`config.mk`:
```
export PLATFORM = sky130hd
export DESIGN_NAME = sword_anim_sequencer
export DESIGN_NICKNAME = d
export VERILOG_FILES = /design/src/rtl/sword_anim_sequencer.sv
export SDC_FILE = /design/constraint.sdc
export NUM_CORES = 1
export LEC_CHECK = 0
export CORE_MARGIN = 1
export CORE_UTILIZATION = 53
export DETAILED_ROUTE_END_ITERATION = 8
export PLACE_DENSITY = 0.87
export SKIP_CTS_REPAIR_TIMING = 1
export SLEW_MARGIN = 15
export SYNTH_ARGS = -nofsm -noshare
export SYNTH_HDL_FRONTEND = slang
export SYNTH_SLANG_ARGS = --single-unit
```
`constraint.sdc`:
```
create_clock -name vga_clk -period 3.2 [get_ports vga_clk]
set_clock_uncertainty 0.1 [all_clocks]
set_input_delay 0.8 -clock vga_clk [delete_from_list [all_inputs] [get_ports vga_clk]]
set_output_delay 0.8 -clock vga_clk [all_outputs]
set_load 0.005 [all_outputs]
```
`src/rtl/sword_anim_sequencer.sv`:
```
// -----------------------------------------------------------------------------
// sword_anim_sequencer
//
// Address/frame generator for the sword-swing sprite ROMs (sword_down_1..3).
// An attack request starts a three-frame swing. Each frame is held for
// HOLD_FRAMES vertical-sync ticks. Every pixel clock the current DrawX/DrawY
// and the sprite's top-left position are turned into a registered texel
// address, a frame select and an on-sprite flag for the ROM/palette stage.
// The address path has one cycle of latency; the downstream ROM adds one more,
// and the consumer delays blank by two cycles to match.
//
// Parameters:
//   SPRITE_W     sprite width/height in ROM texels (square, power of two)
//   HOLD_FRAMES  vsync ticks each animation frame is held (>= 1)
//
// Optional feature (compile-time macro SWORD_SCALE2X_EN):
//   defined   - sprite is drawn 2x: on-screen box is 2*SPRITE_W square and
//               each texel covers a 2x2 pixel block.
//   undefined - 1:1 texel-to-pixel mapping.
//
// Ports:
//   vga_clk      in   pixel clock
//   reset_n      in   asynchronous active-low reset
//   vs           in   VGA vertical sync, active low
//   DrawX/DrawY  in   current pixel column/row (10 bits)
//   sprite_x/y   in   sprite top-left column/row (10 bits)
//   attack       in   level request to start a swing (sampled in IDLE only)
//   rom_address  out  texel address rel_y*SPRITE_W+rel_x, 0 outside the box
//   frame_sel    out  0 = none, 1..3 = sword_down_N ROM to read
//   sprite_on    out  current pixel lies inside the active sprite
//   busy         out  swing in progress
//   done         out  one-cycle pulse when the swing completes
// -----------------------------------------------------------------------------
module sword_anim_sequencer #(
  parameter int unsigned SPRITE_W    = 32,
  parameter int unsigned HOLD_FRAMES = 4
) (
  input  logic       vga_clk,
  input  logic       reset_n,
  input  logic       vs,
  input  logic [9:0] DrawX,
  input  logic [9:0] DrawY,
  input  logic [9:0] sprite_x,
  input  logic [9:0] sprite_y,
  input  logic       attack,
  output logic [9:0] rom_address,
  output logic [1:0] frame_sel,
  output logic       sprite_on,
  output logic       busy,
  output logic       done
);

  localparam int unsigned CW = (HOLD_FRAMES > 1) ? $clog2(HOLD_FRAMES) : 1;
  localparam int unsigned PW = 11;

`ifdef SWORD_SCALE2X_EN
  localparam int unsigned BOX_W = 2 * SPRITE_W;
`else
  localparam int unsigned BOX_W = SPRITE_W;
`endif

  // State encoding doubles as the frame_sel value for F1..F3.
  localparam logic [1:0] S_IDLE = 2'd0;
  localparam logic [1:0] S_F1   = 2'd1;
  localparam logic [1:0] S_F2   = 2'd2;
  localparam logic [1:0] S_F3   = 2'd3;

  logic [1:0]    state, state_nxt;
  logic [CW-1:0] hold_cnt, hold_cnt_nxt;
  logic          vs_prev;
  logic          frame_tick;
  logic          done_nxt;
  logic [1:0]    frame_sel_nxt;
  logic          busy_nxt;

  logic [PW-1:0] draw_x_w, draw_y_w, spr_x_w, spr_y_w;
  logic [PW-1:0] rel_x, rel_y, tex_x, tex_y, addr_w;
  logic          in_box;

  // One tick per frame: falling edge of vs against its registered copy.
  assign frame_tick = vs_prev & ~vs;

  // State, hold counter and vsync history.
  always_ff @(posedge vga_clk or negedge reset_n) begin
    if (!reset_n) begin
      state    <= S_IDLE;
      hold_cnt <= '0;
      vs_prev  <= 1'b1;
    end else begin
      state    <= state_nxt;
      hold_cnt <= hold_cnt_nxt;
      vs_prev  <= vs;
    end
  end

  // Next-state, hold counter and registered-output next values.
  always_comb begin
    state_nxt    = state;
    hold_cnt_nxt = hold_cnt;
    done_nxt     = 1'b0;
    case (state)
      S_IDLE: begin
        // A tick in the same cycle as attack is absorbed: F1 starts at 0.
        hold_cnt_nxt = '0;
        if (attack) begin
          state_nxt = S_F1;
        end
      end
      default: begin
        if (frame_tick) begin
          if (hold_cnt == CW'(HOLD_FRAMES - 1)) begin
            hold_cnt_nxt = '0;
            if (state == S_F3) begin
              state_nxt = S_IDLE;
              done_nxt  = 1'b1;
            end else begin
              state_nxt = state + 2'd1;
            end
          end else begin
            hold_cnt_nxt = hold_cnt + CW'(1);
          end
        end
      end
    endcase
    frame_sel_nxt = state_nxt;
    busy_nxt      = (state_nxt != S_IDLE);
  end

  // Sprite-relative coordinates in 11 bits so boxes near column 1023 do not wrap.
  always_comb begin
    draw_x_w = PW'(DrawX);
    draw_y_w = PW'(DrawY);
    spr_x_w  = PW'(sprite_x);
    spr_y_w  = PW'(sprite_y);
    rel_x    = draw_x_w - spr_x_w;
    rel_y    = draw_y_w - spr_y_w;
    in_box   = (draw_x_w >= spr_x_w) && (draw_x_w < spr_x_w + PW'(BOX_W)) &&
               (draw_y_w >= spr_y_w) && (draw_y_w < spr_y_w + PW'(BOX_W));
`ifdef SWORD_SCALE2X_EN
    tex_x    = rel_x >> 1;
    tex_y    = rel_y >> 1;
`else
    tex_x    = rel_x;
    tex_y    = rel_y;
`endif
    // Only meaningful inside the box, where the result fits in 10 bits.
    addr_w   = tex_y * PW'(SPRITE_W) + tex_x;
  end

  // Registered outputs; sprite_on uses the state of the sampling cycle.
  always_ff @(posedge vga_clk or negedge reset_n) begin
    if (!reset_n) begin
      frame_sel   <= 2'd0;
      busy        <= 1'b0;
      done        <= 1'b0;
      sprite_on   <= 1'b0;
      rom_address <= 10'd0;
    end else begin
      frame_sel   <= frame_sel_nxt;
      busy        <= busy_nxt;
      done        <= done_nxt;
      sprite_on   <= in_box && (state != S_IDLE);
      rom_address <= in_box ? 10'(addr_w) : 10'd0;
    end
  end

endmodule

```
==> impl_metrics.tcl, run 1 <==
set metrics [dict create \
    outcome "completed" \
    worst_path_max_delay_cell "clkdlybuf4s50_1" \
    number_of_antenna_diodes 0 \
    postSynthAreaPerCell_um2 8.826 \
    ys_types 41 \
    dr.first_iter.drc_count 101 \
    switching_share 0.3709 \
    cts.path.max_buffers 2 \
    synth.yosys.seq_area_share 0.2115 \
    layout-area-overhead-vs-synth_pct 54.01 \
    asyncSetResetFlopFracSynth 1.000 \
    synth_cells 242 \
    floorplan.initialDensity 0.5664 \
    worst-setup-path-type "primary input to flop" \
    timing.critical_path.cells "clkdlybuf4s50_1 > inv_1 > ha_1 > ha_1 > fa_1 > nand2b_1 > a21oi_1 > o31ai_2 > a21boi_0 > a211oi_2" \
    gp_congestion 0.8503 \
    top_level_ports 59 \
    floorplan.die.width_um 65.48 \
    detailed_place_hpwl_mm 4.084 \
    ctsRootBufferMaster "clkbuf_8" \
    critPathMaxStageDelay_ns 0.46 \
    die_area_mm2 0.004288 \
    maximum_number_of_pins_on_one_net_before_global_route_repair 19 \
    max_cap_violations 0 \
    synth_warnings 0 \
    crit_path_end_kind "flop" \
    core_area_mm2 0.003771 \
    number_of_register_bits_inferred_by_synthesis 18 \
    synth_area_leader_cell "ha_1" \
    critical_path_buffer_and_inverter_count 2 \
    netlist_area_mm2 0.002136 \
    placement.cell_area_mm2 0.003043 \
    crit_family "adder cells" \
    post_drt_via_cell_ratio 5.670 \
    grt.met2_usage 0.4188 \
    drtPass1Iterations 5 \
    dp.cells 384 \
    critical_path_rt_ns 3.27 \
    groute.layer.met3.usage 0.02083 \
    hp-class "flop to flop" \
    power_switching_mw 0.4383 \
    library_cell_with_the_highest_instance_count_after_synthesis "inv_1" \
    timing_max_transition_violations_final 0 \
    grt-ovfl-total 0 \
    dr_total_vias 2200 \
    final_report_hold_violation_count 0 \
    report.final.setup_viol 0 \
    met1_usage 0.2748 \
    timing.hold.ws_ns 0.4522 \
    power.density_mw_per_mm2 359.3 \
    instances_no_fill 388 \
    fin_crit_ns 3.193 \
    yosysTopAreaCellShare 0.2519 \
    grt_pass1_wl_mm 7.624 \
    chipHeight_um 65.48 \
    multiplexer_area_fraction_after_synthesis 0.004687 \
    period_share 0.9979 \
    worst-slew-pin-transition_ns 0.7521 \
    drt_wl_total_mm 6.631 \
    antenna_found_initial 0 \
    final_nets 438 \
    syn-num-nets 339 \
    tritoncts_num_sinks 18 \
    post-route-drc-count 0 \
    fin_area_mm2 0.003289 \
    synth_top_family_by_area "adder cells" \
    power.share.combinational 0.603 \
    max_freq_ghz 0.3132 \
    tritoncts "done" \
    port-buffer-count 58 \
    cellLeakagePower_nw 1.670 \
    sequential_share_of_power 0.240 \
    share_of_the_synthesized_area_in_compound_gates_ao_oa_aoi_oai 0.1429 \
    fillCellCount 174 \
    power.share.clock 0.156 \
    cts_htree_levels 1 \
    drt-wirelength-per-cell_um 17.09 \
    post_synth_fa_ha_maj_area_fraction 0.3456 \
    drive_above_1_share 0.2235 \
    final_antenna_net_count 0 \
    crit_path_max_fanout 3 \
    globalRoute.busiestLayer "met2" \
    post_layout_util 0.8723 \
    crit_path_frequent_cell "ha_1" \
    cp.arrival_ns 3.27 \
    vdd.ir_drop.worst_mv 0.1984 \
    vias_in_the_first_global_route 1887 \
    synthTopCellsByCount "48 x inv_1, 43 x ha_1, 24 x nor2_1" \
    clkTransAtPathRegs_ns 0.07 \
    cp-start-kind "primary input" \
    synth_xor_xnor_area_share 0.06151 \
    std_cell_rows 22 \
    gr-usage-all-layers 0.2259 \
    cellInternalPower_mw 0.7435 \
    synth_top_cells_by_area "ha_1 25%, dfrtp_1 20%, fa_1 9.4%" \
    clk_latency_ns 0.26 \
    post_synth_and_or_nand_nor_area_fraction 0.1441 \
    synth-edff-count 0 \
    max_slew_margin 0.4970 \
    cts-buffers-inserted 3 \
    synth_top_flop_cell "dfrtp_1" \
]
tightest hold or removal path, cell delays in order, from the launching register on:
cell,delay (ns)
dfrtp_1,0.36
mux2i_1,0.08
nor2_1,0.07
layout make-up:
class                           instances  area [um2]  area share
Clock buffer                            4       55.05     0.01674
Inverter                               48       180.2     0.05477
Multi-Input combinational cell        175        1655      0.5032
Sequential cell                        18       451.7      0.1373
Tap cell                               48       60.06     0.01826
Timing Repair Buffer                   95       887.1      0.2697
flip-flops by register name (all words and copies together), names as in the netlist:
name	flops
frame_sel	2
vs_prev	1
rom_address	10
hold_cnt	2
busy	1
done	1
sprite_on	1
metal layers:
| layer | routed length [um] | up-vias |
|---|---|---|
| met5 | 0 | - |
| met4 | 294 | 0 |
| met3 | 337 | 30 |
| met2 | 3523 | 111 |
| met1 | 2476 | 1058 |
| li1 | - | 1001 |
through the flow:
step,TNS [ns],total power [mW],setup slack [ns]
6_report,0,1.182,0.006773
5_1_grt,-1.133,1.261,-0.1348
4_1_cts,-0.7842,1.064,-0.3318
3_5_place_dp,-3.617,0.8762,-0.5968
3_3_place_gp,-2.704,0.8429,-0.4562
2_1_floorplan,0,0.6177,0.04166
logic make-up after synthesis:
logic type      count (synthesis)
buf+inv                        49
compound gates                 45
flops                          18
simple gates                   61
fa+ha+maj                      53
xor+xnor                       15
mux                             1
power by group through the flow:
stage	clock network (mW)	registers [mW]	logic [mW]
2_1_floorplan	0	0.286	0.332
3_3_place_gp	0	0.285	0.558
3_5_place_dp	0	0.288	0.588
4_1_cts	0.186	0.284	0.593
5_1_grt	0.201	0.287	0.773
6_report	0.185	0.284	0.713
placed cells by master, fill, tap and decap left out, types with 2 or more instances in the layout:
cell type / n
clkdlybuf4s50_1: 48
nor2_1: 22
fa_1: 8
clkbuf_8: 4
nor2_2: 2
nand4_1: 2
xor2_1: 3
nand3_1: 5
inv_1: 42
fa_2: 2
a211oi_1: 2
nor3_1: 4
o21ai_0: 7
dfrtp_1: 17
a21oi_2: 4
buf_4: 36
o31ai_2: 2
nand2b_1: 4
a21o_1: 2
ha_4: 7
dlymetal6s2s_1: 10
o21a_1: 3
nor2b_1: 2
a21oi_1: 10
xnor2_1: 11
nand3b_1: 2
inv_2: 6
nand2_1: 10
ha_1: 35
final timing paths:
kind	cells after the start	slack, ns	start	end
setup / recovery	10	0.007	sprite_x[1]	rom_address[7]
hold / removal	2	0.45	hold_cnt[1]	hold_cnt[1]
setup reg to reg	5	1.22	frame_sel[0]	busy
hold reg to reg	2	0.45	hold_cnt[1]	hold_cnt[1]
max in group asynchronous	1	1.64	reset_n	busy
min in group asynchronous	1	0.89	reset_n	done
Note: power is estimated with default switching activity, not from simulation.
==> run 2, diff against run 1 <==
Settings changed: CORE_UTILIZATION 53 to 55, DONT_BUFFER_PORTS set to 1, PLACE_DENSITY 0.87 to 0.7.
Clock period 3.2 ns to 3.6 ns, I/O delays scaled along.
==> run 2 against run 1 <==
  * Sequential share of layout area is 6.5 points higher
  * Final cell count decreased by 24%
  * Power shrank 38%
  * Largest power group unchanged
  * Via count down 31%
  * Non-clock buffer count fell by 94
  * Global-route usage is 4.6 points lower
  * Sequential power shrank 11%
  * Core utilization fell by 27 points
  * Count of clock-buffer cells in the layout unchanged
  * Critical endpoint is now rom_address[9]
  * Clock power down 28%
  * Highest routed layer unchanged
  * Register-to-register slack better by 0.45 ns
  * Sequential cell count unchanged
==> impl_metrics.tcl, run 2 (synthesis results as in run 1) <==
set metrics [dict create \
    layout-area-overhead-vs-synth_pct 4.745 \
    cellLeakagePower_nw 1.175 \
    dr.first_iter.drc_count 76 \
    drtPass1Iterations 3 \
    power.density_mw_per_mm2 327.7 \
    gr-usage-all-layers 0.1801 \
    ctsRootBufferMaster "clkbuf_8" \
    drt-wirelength-per-cell_um 11.84 \
    std_cell_rows 22 \
    clk_latency_ns 0.24 \
    critical_path_rt_ns 3.63 \
    r2r-start "frame_sel[0]" \
    multiInputGateArea_mm2 0.001493 \
    timing.critical_path.from "sprite_y[1]" \
    max_cap_violations 0 \
    worst_path_max_delay_cell "fa_1" \
    worst-setup-path-type "primary input to flop" \
    post-route-drc-count 0 \
    timing.critical_path.cells "inv_1 > ha_1 > nor2b_4 > o31ai_1 > a21boi_0 > fa_1 > ha_1 > o21a_1 > nor2_1 > a21oi_1 > xnor2_1 > nor2_1" \
    cts_htree_levels 1 \
    fin_crit_ns 3.114 \
    detailed_place_hpwl_mm 3.173 \
    period_share 0.8649 \
    floorplan.initialDensity 0.5790 \
    floorplan.die.width_um 64.32 \
    dr_total_vias 1521 \
    rr_worst_depth 5 \
    gp_congestion 0.7662 \
    worst-slew-pin-transition_ns 0.5969 \
    grt_pass1_wl_mm 6.030 \
    ff_latch_area_um2 451.7 \
    hp-class "primary input to asynchronous set/reset pin" \
    total_negative_setup_slacks_ns 0 \
    cts.path.max_buffers 2 \
    max_slew_margin 0.5970 \
    instances_no_fill 294 \
    tritoncts "done" \
    report.power.total_mw 0.7331 \
    drt_wl_total_mm 3.480 \
    reg_top3 "rom_address: 10 flops, frame_sel: 2 flops, hold_cnt: 2 flops" \
    maximum_number_of_pins_on_one_net_before_global_route_repair 19 \
    die_area_mm2 0.004136 \
    critPathMaxStageDelay_ns 0.46 \
    report.final.setup_viol 0 \
    final_antenna_net_count 0 \
    dp.cells 290 \
    most_flop_heavy_register "rom_address" \
    post_drt_via_cell_ratio 5.173 \
    max_freq_ghz 0.3212 \
    cp-start-kind "primary input" \
    final_nets 344 \
    outcome "completed" \
    crit_path_end_kind "flop" \
    drive_above_1_share 0.04472 \
    port-buffer-count 0 \
    cp.arrival_ns 3.15 \
    chipHeight_um 64.32 \
    grt-ovfl-total 0 \
    mostFrequentLayoutCell "inv_1" \
    post_layout_util 0.6065 \
    vdd.ir_drop.worst_mv 0.1668 \
    timing_max_transition_violations_final 0 \
    tritoncts_num_sinks 18 \
    largest_reg_flops 10 \
    regToRegSetupSlack_ns 1.67 \
    antenna_found_initial 0 \
    top_level_ports 59 \
    core_area_mm2 0.003689 \
    crit_path_max_fanout 2 \
    number_of_antenna_diodes 0 \
    final_report_hold_violation_count 0 \
    fillCellCount 367 \
    rsz0062_at_grt "no" \
    vias_in_the_first_global_route 1460 \
    clkTransAtPathRegs_ns 0.06 \
    cts-buffers-inserted 3 \
    layout_common_cells "48 x inv_1, 43 x ha_1, 24 x nor2_1" \
]
## run 2: worst paths after layout
kind                                  end
hold reg to reg               hold_cnt[1]
min in group vga_clk          hold_cnt[1]
max in group asynchronous         vs_prev
hold / removal                  sprite_on
setup reg to reg                     busy
setup / recovery           rom_address[9]
## run 2: power by group
part           total [mW]  switching, mW  internal (mW)
combinational       0.345          0.180          0.165
clock               0.133         0.0553         0.0781
sequential          0.254         0.0215          0.233
## run 2: critical path: cells and delay by family
family | cells | cell delay, ns
buffers and inverters | 1 | 0.02
adders and majority gates | 3 | 1.08
xor gates and xnor gates | 1 | 0.17
and+or+nand+nor | 3 | 0.27
AOI/OAI and AO/OA | 4 | 0.70
## run 2: layout make-up
cell class | count | share of cell area
inverters | 48 | 0.08054
well taps | 48 | 0.02685
multi-input cells | 175 | 0.6672
repair buffers | 1 | 0.003356
clock buffers | 4 | 0.02013
flip-flops and latches | 18 | 0.2019
## run 2: per-stage QoR
step | area [um2] | setup WS, ns | hold slack (ns)
after floorplan | 2136 | 0.3417 | 0.3934
after global placement | 2192 | 0.1926 | 0.4171
after detailed placement | 2192 | 0.2306 | 0.4331
after CTS | 2237 | 0.4720 | 0.2437
after global routing | 2237 | 0.2451 | 0.2328
final | 2237 | 0.4862 | 0.2493
## run 2: routing by layer
metal	vias to the layer above	track usage	share of wire
met5	-	0	0
met4	0	0.03889	0.0032
met3	2	0.03214	0.044
met2	36	0.2974	0.46
met1	671	0.2444	0.49
li1	812	-	-
==> run 3, diff against run 2 <==
Settings changed: ABC_CLOCK_PERIOD_IN_PS set to 3600, RECOVER_POWER set to 25.
==> results of run 3 <==
Same layout as run 2: the final DEF is identical, and so are final timing and power.
